`src/rtl/vga_timing.sv`:
```
// vga_timing: 640x480@60 Hz VGA raster timing, pixel coordinates and registered RGB/sync.
// Latency: x/y combinational from the counters; rgb/hsync/vsync/frame_tick 1 cycle after the counters.
// Backpressure: none, free-running raster. Optional macro VGA_TEST_PATTERN_EN replaces color with 8 vertical bars.
module vga_timing #(
    parameter int H_VISIBLE = 640,
    parameter int H_FRONT   = 16,
    parameter int H_SYNC    = 96,
    parameter int H_BACK    = 48,
    parameter int V_VISIBLE = 480,
    parameter int V_FRONT   = 10,
    parameter int V_SYNC    = 2,
    parameter int V_BACK    = 33
) (
    input  logic        CLOCK_25,
    input  logic        reset_active_low,
    input  logic [2:0]  color,
    output logic [11:0] x,
    output logic [11:0] y,
    output logic        hsync,
    output logic        vsync,
    output logic [2:0]  rgb,
    output logic        frame_tick
);

    // Counter-width constants; every boundary fits in the 10-bit counters.
    localparam logic [9:0] H_VIS_C   = 10'(H_VISIBLE);
    localparam logic [9:0] H_SYNC_LO = 10'(H_VISIBLE + H_FRONT);
    localparam logic [9:0] H_SYNC_HI = 10'(H_VISIBLE + H_FRONT + H_SYNC);
    localparam logic [9:0] H_LAST    = 10'(H_VISIBLE + H_FRONT + H_SYNC + H_BACK - 1);
    localparam logic [9:0] V_VIS_C   = 10'(V_VISIBLE);
    localparam logic [9:0] V_SYNC_LO = 10'(V_VISIBLE + V_FRONT);
    localparam logic [9:0] V_SYNC_HI = 10'(V_VISIBLE + V_FRONT + V_SYNC);
    localparam logic [9:0] V_LAST    = 10'(V_VISIBLE + V_FRONT + V_SYNC + V_BACK - 1);

    logic [9:0] r_h_cnt;
    logic [9:0] r_v_cnt;
    logic       r_hsync;
    logic       r_vsync;
    logic [2:0] r_rgb;
    logic       r_frame_tick;
    logic       w_active;
    logic       w_hsync_pulse;
    logic       w_vsync_pulse;

    assign w_active      = (r_h_cnt < H_VIS_C) && (r_v_cnt < V_VIS_C);
    assign w_hsync_pulse = (r_h_cnt >= H_SYNC_LO) && (r_h_cnt < H_SYNC_HI);
    assign w_vsync_pulse = (r_v_cnt >= V_SYNC_LO) && (r_v_cnt < V_SYNC_HI);

    // Coordinates are 1-based inside the active window and 0 anywhere in blanking.
    assign x = w_active ? ({2'b00, r_h_cnt} + 12'd1) : 12'd0;
    assign y = w_active ? ({2'b00, r_v_cnt} + 12'd1) : 12'd0;

    // Raster counters: h wraps every line, v advances only on the h wrap.
    always_ff @(posedge CLOCK_25 or negedge reset_active_low) begin
        if (!reset_active_low) begin
            r_h_cnt <= 10'd0;
            r_v_cnt <= 10'd0;
        end else if (r_h_cnt == H_LAST) begin
            r_h_cnt <= 10'd0;
            r_v_cnt <= (r_v_cnt == V_LAST) ? 10'd0 : (r_v_cnt + 10'd1);
        end else begin
            r_h_cnt <= r_h_cnt + 10'd1;
        end
    end

`ifdef VGA_TEST_PATTERN_EN
    localparam logic [6:0] BAR_LAST = 7'(H_VISIBLE / 8 - 1);

    logic [6:0] r_bar_px;
    logic [2:0] r_bar_idx;

    // Bar tracker: r_bar_idx is the bar under the current h_cnt, restarted every line.
    always_ff @(posedge CLOCK_25 or negedge reset_active_low) begin
        if (!reset_active_low) begin
            r_bar_px  <= 7'd0;
            r_bar_idx <= 3'd0;
        end else if (r_h_cnt == H_LAST) begin
            r_bar_px  <= 7'd0;
            r_bar_idx <= 3'd0;
        end else if (r_h_cnt < H_VIS_C) begin
            if (r_bar_px == BAR_LAST) begin
                r_bar_px  <= 7'd0;
                r_bar_idx <= r_bar_idx + 3'd1;
            end else begin
                r_bar_px  <= r_bar_px + 7'd1;
            end
        end
    end
`endif

    // Pixel and sync outputs registered together so they stay mutually aligned.
    always_ff @(posedge CLOCK_25 or negedge reset_active_low) begin
        if (!reset_active_low) begin
            r_hsync      <= 1'b1;
            r_vsync      <= 1'b1;
            r_rgb        <= 3'b000;
            r_frame_tick <= 1'b0;
        end else begin
            r_hsync      <= !w_hsync_pulse;
            r_vsync      <= !w_vsync_pulse;
`ifdef VGA_TEST_PATTERN_EN
            r_rgb        <= w_active ? r_bar_idx : 3'b000;
`else
            r_rgb        <= w_active ? color : 3'b000;
`endif
            r_frame_tick <= (r_h_cnt == 10'd0) && (r_v_cnt == V_VIS_C);
        end
    end

    assign hsync      = r_hsync;
    assign vsync      = r_vsync;
    assign rgb        = r_rgb;
    assign frame_tick = r_frame_tick;

endmodule

```
`config.mk`:
```
export PLATFORM = sky130hd
export DESIGN_NAME = vga_timing
export DESIGN_NICKNAME = d
export VERILOG_FILES = /design/src/rtl/vga_timing.sv
export SDC_FILE = /design/constraint.sdc
export NUM_CORES = 1
export LEC_CHECK = 0
export BUFFER_PORTS_ARGS = -buffer_cell sky130_fd_sc_hd__buf_2
export CORE_ASPECT_RATIO = 1.25
export CORE_MARGIN = 2
export CORE_UTILIZATION = 57
export DETAILED_ROUTE_END_ITERATION = 16
export HOLD_SLACK_MARGIN = 0.15
export PLACE_DENSITY = 0.81
export SYNTH_ARGS = -nofsm -noshare
export SYNTH_HDL_FRONTEND = slang
export SYNTH_SLANG_ARGS = --single-unit
```
`constraint.sdc`:
```
create_clock -name CLOCK_25 -period 2.6 [get_ports CLOCK_25]
set_clock_uncertainty 0.05 [all_clocks]
set_input_delay 0.39 -clock CLOCK_25 [delete_from_list [all_inputs] [get_ports CLOCK_25]]
set_output_delay 0.39 -clock CLOCK_25 [all_outputs]
set_load 0.005 [all_outputs]
```
* Word-level counts from Yosys, hierarchy flattened
Index checks and enable logic that the tools add are counted.
** Cells by class
- Reduce and logical (&&, ||, !) cells :: 7
- Equal/unequal tests :: 3
- Muxes and demuxes :: 5
- Order comparisons :: 6
- $add $sub $neg :: 4
** Operators by type and width (number)
- $add 10x1->11 const B :: 2
- $mux 11 :: 2
- $add 10x1->10 const B :: 2
- $eq 10x10->1 const B :: 2
- $lt 10x10->1 const B :: 2
- $lt 10x9->1 const B :: 2
- $mux 10 :: 2
- $eq 10x9->1 const B :: 1
- $ge 10x10->1 const B :: 1
- $ge 10x9->1 const B :: 1
- $logic_not 10->1 :: 1
- $logic_and 1x1->1 :: 4
- $mux 3 :: 1
- $logic_not 1->1 :: 2
** Word-level totals
- Word-level logic and storage cells :: 31
- Bits of input ports :: 5
- Flip-flop bits (word level) :: 26
- Output and inout bits :: 30

* Logic depth before layout (Yosys ltp)
Gate-level depths: netlist of run 1.
- Word-level depth :: 3
- Gate-level depth with buffers :: 6
- Gate-level depth less buffers :: 6

* Worst setup path before layout of run 1
Ideal clock, no wire load.
- Path kind :: register to output
- Start point :: register r_v_cnt[0]
- End point :: output port y[6]
- Arrival :: 1294 ps
- Required time :: 2160 ps
- Buffers on the path :: 0
- Setup slack :: 866 ps
- Cell stages (with the launch flop) :: 6
- Cell sequence :: dfrtp_1 ha_1 and3_1 and3_1 xnor2_1 nor2_1
** Between the ends
- Cells in the longest elaborated chain, start to end :: 3
- Elaborated cells between the ends (all ways) :: 4
- Classes of those cells :: 1 x add/sub; 1 x order compare; 1 x mux; 1 x reduce/logical
** RTL lines
- from (decl) :: RTL line 36 : logic [9:0] r_v_cnt;
- from (signal assigned) :: RTL line 60 : r_v_cnt <= (r_v_cnt == V_LAST) ? 10'd0 : (r_v_cnt + 10'd1);
- $lt 10x9->1 :: RTL line 45 : assign w_active = (r_h_cnt < H_VIS_C) && (r_v_cnt < V_VIS_C);
- $logic_and 1x1->1 :: RTL line 45
- $mux 11 (*) :: RTL line 51 : assign y = w_active ? ({2'b00, r_v_cnt} + 12'd1) : 12'd0;
- to (decl) :: RTL line 18 : output logic [11:0] y,
Mark *: on every way between the ends. The rest lies on a longest branch, timed or not.

* Final worst setup path of run 1
Same ends and word-level chain as after synthesis.

==> results of run 1 <==
worst min-delay path, stage by stage:
cell and delay [ns]:
sky130_fd_sc_hd__buf_2 0.09, sky130_fd_sc_hd__inv_1 0.04, sky130_fd_sc_hd__nor2_1 0.03
registers in the layout, indices dropped and copies added, names as in the netlist:
register	count
frame_tick	1
hsync	1
r_h_cnt	10
r_v_cnt	10
rgb	3
vsync	1
report_power, final:
part	switching (mW)	internal [mW]	total, mW
clock	0.112	0.0597	0.171
sequential	0.000432	0.407	0.407
combinational	0.0121	0.00555	0.0177
synth_stat cells (2+ instances only):
| master | count | area, sq um |
|---|---|---|
| sky130_fd_sc_hd__a31oi_1 | 9 | 56.3 |
| sky130_fd_sc_hd__and3_1 | 4 | 25.0 |
| sky130_fd_sc_hd__buf_2 | 4 | 20.0 |
| sky130_fd_sc_hd__buf_4 | 5 | 37.5 |
| sky130_fd_sc_hd__buf_6 | 2 | 22.5 |
| sky130_fd_sc_hd__clkbuf_1 | 5 | 18.8 |
| sky130_fd_sc_hd__dfrtp_1 | 24 | 601 |
| sky130_fd_sc_hd__dfstp_2 | 2 | 52.6 |
| sky130_fd_sc_hd__ha_1 | 4 | 50.1 |
| sky130_fd_sc_hd__inv_1 | 12 | 45.0 |
| sky130_fd_sc_hd__nand2_1 | 8 | 30.0 |
| sky130_fd_sc_hd__nand3_1 | 8 | 40.0 |
| sky130_fd_sc_hd__nand3b_1 | 4 | 30.0 |
| sky130_fd_sc_hd__nand4_1 | 6 | 37.5 |
| sky130_fd_sc_hd__nor2_1 | 28 | 105 |
| sky130_fd_sc_hd__nor2b_1 | 4 | 25.0 |
| sky130_fd_sc_hd__nor3_1 | 4 | 20.0 |
| sky130_fd_sc_hd__nor4_1 | 2 | 12.5 |
| sky130_fd_sc_hd__o21ai_1 | 2 | 10.0 |
| sky130_fd_sc_hd__xnor2_1 | 9 | 78.8 |
| sky130_fd_sc_hd__xor2_1 | 6 | 52.6 |
worst min path at each step:
stage	to	slack (ns)	cells after the start
2_1_floorplan	frame_tick	0.04	0
3_3_place_gp	r_h_cnt[9]	0.36	1
3_5_place_dp	r_h_cnt[9]	0.37	1
4_1_cts	rgb[2]	0.22	3
5_1_grt	rgb[1]	0.22	3
6_report	rgb[2]	0.23	3
layout make-up:
cell class,instances,area (sq um)
fillers,215,802
multi-input cells,118,724
flip-flops and latches,26,653
repair buffers,34,185
inverters,12,45.0
well taps,33,41.3
clock buffers,4,26.3
layer usage:
layer	GRT usage	up-vias	share of wire	wire length, microns
li1	-	604	-	-
met1	0.273	595	0.43	1310
met2	0.385	23	0.54	1660
met3	0.0218	4	0.026	81
met4	0.0833	0	0.0091	28
met5	0	-	0	0
timing repair:
item,4_1_cts,5_1_grt
resized for setup,0,0
hold endpoints to repair,24,0
hold buffers,1,0
logic make-up (layout without fill, tap and decap cells):
kind of cell    Yosys count  after routing
fa+ha+maj                 4              4
simple gates             77             77
compound gates           16             16
mux                       1              1
flops                    26             26
buf+inv                  28             50
other cells               1              5
xor+xnor                 15             15
through the flow:
stage / cells / setup WS [ns] / hold slack, ns / utilization
6_report: 227 / 0.295 / 0.229 / 0.676
5_1_grt: 227 / 0.145 / 0.222 / 0.676
4_1_cts: 227 / 0.283 / 0.224 / 0.676
3_5_place_dp: 222 / 0.608 / 0.369 / 0.662
3_3_place_gp: 222 / 0.671 / 0.359 / 0.662
2_1_floorplan: 172 / 0.866 / 0.0444 / -
placed cells by master (no fill, tap or decap), types with 2 or more instances in the layout:
master	count
sky130_fd_sc_hd__xnor2_1	9
sky130_fd_sc_hd__a31oi_1	9
sky130_fd_sc_hd__o21ai_1	2
sky130_fd_sc_hd__inv_1	12
sky130_fd_sc_hd__nand2_1	8
sky130_fd_sc_hd__clkbuf_4	3
sky130_fd_sc_hd__buf_4	4
sky130_fd_sc_hd__nor2_1	28
sky130_fd_sc_hd__ha_1	4
sky130_fd_sc_hd__dfstp_2	2
sky130_fd_sc_hd__nor2b_1	4
sky130_fd_sc_hd__buf_2	29
sky130_fd_sc_hd__conb_1	5
sky130_fd_sc_hd__nor4_1	2
sky130_fd_sc_hd__and3_1	4
sky130_fd_sc_hd__nor3_1	4
sky130_fd_sc_hd__nand4_1	6
sky130_fd_sc_hd__xor2_1	6
sky130_fd_sc_hd__nand3b_1	4
sky130_fd_sc_hd__nand3_1	8
sky130_fd_sc_hd__dfrtp_1	24
==> out/qor.txt, run 1 <==
======================================================================================================
Status                                                                                    finished, final reports clean
Total core area                                                                             2480 sq um
Register-to-register path setup slack                                                          0.57 ns
Antenna Cells                                                                                        0
Crit path cell chain                                                                      ha_1 -> and3_1 -> and3_1 -> xnor2_1 -> nor2_1 -> buf_2
Final clock period utilization by the worst path                                                 0.886
Mean Syn Cell Area                                                                          8.97 sq um
Proportion of synthesized area in mux cells                                                    0.00664
Net count of the finished layout                                                                   204
Compound-cell area share of the yosys netlist                                                   0.0714
Area added between synthesis and finish                                                          11.2%
Rows                                                                                                20
Insertion delay of the later-clocked pin in the worst-skew pair                                0.31 ns
Vias per inst                                                                                     5.40
Transition time at the pin with the least slew margin                                         0.573 ns
Effective utilization at floorplan                                                               0.608
Warning count from the yosys run                                                                     0
Max_cap viols                                                                                        0
First-pass GRT wire length                                                                     5.10 mm
Synthesized instance count                                                                         168
Critical Path Sink                                                                                y[6]
Die width                                                                                 50.0 microns
Area after detailed placement                                                               1640 sq um
Crit path depth                                                                                      6
Source of the critical timing path                                                          r_v_cnt[0]
Via count                                                                                        1,226
Proportion of layout cells with a drive suffix above 1                                           0.211
Count of different cell masters after synthesis                                                     37
Final Critical Period                                                                          2.30 ns
Final count of negative-setup-slack endpoints                                                        0
Final estimated routing congestion in global placement                                           0.895
Number of global-route vias before repair                                                        1,141
Cell occurring most often along the worst timing path                                     sky130_fd_sc_hd__and3_1
Detailed-routing iteration count for the pre-antenna-repair pass                                     5
Share of the yosys chip area belonging to registers                                              0.434
Cell at the root of the clock tree                                                        sky130_fd_sc_hd__clkbuf_4
Critical setup path kind                                                                       reg2out
Worst Reg2Reg Path Length in Cells                                                                   6
Cell Area, Synth                                                                            1510 sq um
Max rail drop VDD                                                                             0.272 mV
CTS buffer count                                                                                     3
Critical Path Max Stage Delay                                                                  0.45 ns
Vertical die dimension                                                                    61.5 microns
IO Port Bufs                                                                                        29
Endpoint of the most critical register-to-register path                                     r_v_cnt[7]
I/O pin count                                                                                       35
PnR Total Power                                                                                 596 uW
Maximum root-to-sink buffer count                                                                    2
Slew headroom                                                                                    0.618
Post-CTS Repair Setup Buffers                                                                        0
Residual antenna-violating net count after detailed routing                                          0
Class of the worst hold path                                                                    in2reg
Pins Over Slew Limit                                                                                 0
Summed negative setup slack over all endpoints                                                    0 ns
Fin area                                                                                    1680 sq um
Main synth FF type                                                                        sky130_fd_sc_hd__dfrtp_1
Peak Freq                                                                                    0.434 GHz
Number of buffer and inverter instances along the worst setup path                                   1
WL final                                                                                       3.08 mm
Hold_sp                                                                                       color[2]
Post-route DRC                                                                                       0
H-tree depth reported by CTS                                                                         1
Setup repair after global routing missed its margin                                              false
Peak fanout along the critical path                                                                  6
Largest family of logic cells by synthesized area                                         simple AND/OR/NAND/NOR gates
Startpoint Class                                                                                  flop
Post-synth ARST share                                                                             1.00
Post-Synth Simple-Gate Area                                                                      0.270
Aggregate global routing overflow                                                                    0
Launch point of the worst reg-to-reg path                                                   r_h_cnt[0]
Xor-xnor portion of the synthesized cell area                                                   0.0872
Maximum number of pins on one net before global-route repair                                        27
Critical path's top delay family                                                          simple AND/OR/NAND/NOR gates
Post-synth EDFFs                                                                                     0
Final routed wire length divided by cell count                                            13.6 microns
Clock net sink count                                                                                26
Required time reported for the critical path endpoint                                          2.16 ns
Leakage Power                                                                                 0.854 nW
Clock transition at the register clock pins on the worst setup and hold paths after CTS        0.13 ns
All-Layer GR Usage                                                                               0.216
Critical-path cell with the highest stage delay                                           sky130_fd_sc_hd__dfrtp_1
Capturing element type of the critical path                                                output port
Die ar.                                                                                     3070 sq um
Area share of fa/ha/maj cells after synthesis                                                   0.0332
Power per Cell Area                                                                        356 nW/um^2
Number of synthesized register bits                                                                 26
Clock tree from TritonCTS                                                                          yes
Violation count after the first detailed-route iteration                                            33
Number of antenna violations at the first check in global routing                                    0
Final hold violations                                                                                0
Final HPWL DP                                                                                  2.31 mm
Crit path arrival time                                                                         1.86 ns
======================================================================================================
Note: power is estimated with default switching activity, not from simulation.
==> run 2, diff against run 1 <==
- PLACE_DENSITY: 0.81 -> 0.83
==> run 2 against run 1 <==
Design area increased by 1.6%. Fmax decreased by 2.4%. Sequential cell count unchanged. Sequential share of layout area decreased by 0.60 points. Sequential power about the same. Critical endpoint unchanged. Critical path type unchanged. Core utilization increased by 1.1 points. Count of clock-buffer cells in the layout decreased by 1. Combinational power about the same. Critical path depth unchanged. Non-clock buffer count unchanged.
==> out/qor.txt, run 2 (same netlist as run 1, synthesis figures left out) <==
======================================================================================================
Die width                                                                                 50.0 microns   unchanged
Proportion of layout cells with a drive suffix above 1                                           0.216   was 0.211
Met2 wirelength from detailed routing                                                          1.55 mm   was 1.66 mm
Maximum root-to-sink buffer count                                                                    2   unchanged
Max_cap viols                                                                                        0   unchanged
Aggregate global routing overflow                                                                    0   unchanged
CTS buffer count                                                                                     3   unchanged
IO Port Bufs                                                                                        29   unchanged
Routed met3 length                                                                         135 microns   was 81 microns
Fin area                                                                                    1700 sq um   was 1680 sq um
Critical setup path kind                                                                       reg2out   unchanged
Cell at the root of the clock tree                                                        sky130_fd_sc_hd__clkbuf_4   unchanged
Area added between synthesis and finish                                                          13.0%   was 11.2%
Clock transition at the register clock pins on the worst setup and hold paths after CTS        0.15 ns   was 0.13 ns
Maximum number of pins on one net before global-route repair                                        27   unchanged
Leading cell type in the layout, fill and taps excluded                                   sky130_fd_sc_hd__buf_2   unchanged
Worst slack at placement                                                                      0.515 ns   was 0.608 ns
Post-route worst hold slack                                                                   0.189 ns   was 0.229 ns
Final hold violations                                                                                0   unchanged
Post-route DRC                                                                                       0   unchanged
Max rail drop VDD                                                                             0.393 mV   was 0.272 mV
Commonest non-fill, non-tap cells in the layout                                           sky130_fd_sc_hd__buf_2, sky130_fd_sc_hd__nor2_1, sky130_fd_sc_hd__dfrtp_1   unchanged
Critical Path Max Stage Delay                                                                  0.46 ns   was 0.45 ns
Startpoint Class                                                                                  flop   unchanged
Insertion delay of the later-clocked pin in the worst-skew pair                                0.34 ns   was 0.31 ns
Crit path arrival time                                                                         1.92 ns   was 1.86 ns
Status                                                                                    finished, final reports clean   unchanged
Final Critical Period                                                                          2.36 ns   was 2.30 ns
Detailed-routing iteration count for the pre-antenna-repair pass                                     4   was 5
Clock net sink count                                                                                26   unchanged
Area after detailed placement                                                               1630 sq um   was 1640 sq um
Number of antenna violations at the first check in global routing                                    0   unchanged
Rows                                                                                                20   unchanged
Leakage Power                                                                                 0.867 nW   was 0.854 nW
Required time reported for the critical path endpoint                                          2.16 ns   about the same
Transition time at the pin with the least slew margin                                         0.577 ns   was 0.573 ns
Power per Cell Area                                                                        415 nW/um^2   was 356 nW/um^2
Capturing element type of the critical path                                                output port   unchanged
Slew headroom                                                                                    0.615   was 0.618
Via count                                                                                        1,240   was 1,226
Number of global-route vias before repair                                                        1,082   was 1,141
Worst setup slack after layout                                                                0.239 ns   was 0.295 ns
Critical-path cell with the highest stage delay                                           sky130_fd_sc_hd__dfrtp_1   unchanged
Crit path cell chain                                                                      ha_1 -> and3_1 -> and3_1 -> xnor2_1 -> nor2_1 -> buf_2   unchanged
Vertical die dimension                                                                    61.5 microns   unchanged
Final clock period utilization by the worst path                                                 0.908   was 0.886
Summed negative setup slack over all endpoints                                                    0 ns   unchanged
Effective utilization at floorplan                                                               0.608   unchanged
Die ar.                                                                                     3070 sq um   unchanged
Setup repair after global routing missed its margin                                              false   unchanged
Class of the worst hold path                                                                    in2reg   unchanged
Peak fanout along the critical path                                                                  6   unchanged
Violation count after the first detailed-route iteration                                            33   unchanged
Routed metal-1 wire length                                                                     1.29 mm   was 1.31 mm
Vias per inst                                                                                     5.46   was 5.40
Pins Over Slew Limit                                                                                 0   unchanged
Peak Freq                                                                                    0.423 GHz   was 0.434 GHz
First-pass GRT wire length                                                                     4.77 mm   was 5.10 mm
WL final                                                                                       3.00 mm   was 3.08 mm
Layout fillers                                                                                     213   was 215
Net count of the finished layout                                                                   204   unchanged
Final routed wire length divided by cell count                                            13.2 microns   was 13.6 microns
Clock tree from TritonCTS                                                                          yes   unchanged
Final HPWL DP                                                                                  2.21 mm   was 2.31 mm
Final estimated routing congestion in global placement                                           0.860   was 0.895
Antenna Cells                                                                                        0   unchanged
H-tree depth reported by CTS                                                                         1   unchanged
All-Layer GR Usage                                                                               0.202   was 0.216
Final count of negative-setup-slack endpoints                                                        0   unchanged
Top layer used by detailed routing                                                                met4   unchanged
Total core area                                                                             2480 sq um   unchanged
Residual antenna-violating net count after detailed routing                                          0   unchanged
Final core utilization                                                                           0.687   was 0.676
Cell occurring most often along the worst timing path                                     sky130_fd_sc_hd__and3_1   unchanged
I/O pin count                                                                                       35   unchanged
======================================================================================================
[run 2: cell count changes in the layout (fill, tap and decap cells not counted), sizes merged]
cell    delta
clkbuf     -1
bufinv     +1
[run 2: timing repair]
item | in CTS | in global routing
resized for setup | 0 | 0
endpoints found under the hold margin | 24 | 0
endpoints found under the setup margin | 0 | 8
hold buffers | 1 | 0
setup buffers | 0 | 1
[run 2: layout make-up]
class | count | area (sq um) | share of cell area
Inverter | 12 | 45.0 | 0.0265
Timing Repair Buffer | 34 | 185 | 0.109
Multi-Input combinational cell | 118 | 724 | 0.426
Sequential cell | 26 | 653 | 0.384
Clock buffer | 3 | 22.5 | 0.0132
Tap cell | 33 | 41.3 | 0.0243
Clock inverter | 1 | 30.0 | 0.0176
[run 2: worst paths after layout]
| path | from | end | slack, ns | cells after the start |
|---|---|---|---|---|
| worst max register to register | r_h_cnt[0] | r_v_cnt[7] | 0.55 | 6 |
| worst min-delay path | color[0] | rgb[0] | 0.19 | 3 |
| worst min register to register | r_v_cnt[1] | vsync | 0.47 | 1 |
| max in group asynchronous | reset_active_low | r_h_cnt[2] | 1.60 | 2 |
| min in group asynchronous | reset_active_low | rgb[0] | 0.51 | 2 |
| worst max-delay path | r_v_cnt[0] | y[6] | 0.24 | 6 |
[run 2: through the flow]
step                      power [mW]  cells
after floorplan                0.424    172
after global placement         0.432    221
after detailed placement       0.432    221
after CTS                      0.707    226
after global routing           0.726    227
final                          0.706    227
[run 2: critical path, delay by kind of cell, from the launching register on]
family        cells  cell delay, ns
buf+inv           1            0.12
xor+xnor          1            0.13
fa+ha+maj         1            0.28
flops             1            0.46
simple gates      3            0.59
[run 2: per-layer routing]
| metal | GRT usage | vias to the layer above |
|---|---|---|
| li1 | - | 604 |
| met1 | 0.272 | 593 |
| met2 | 0.344 | 38 |
| met3 | 0.0218 | 5 |
| met4 | 0.0675 | 0 |
| met5 | 0 | - |
[run 2: report_power, final]
part	switching (mW)	leakage, nW	internal, mW	total [mW]
Combinational	0.0122	0.504	0.00556	0.0178
Sequential	0.000412	0.335	0.407	0.407
Clock	0.124	0.0279	0.156	0.280
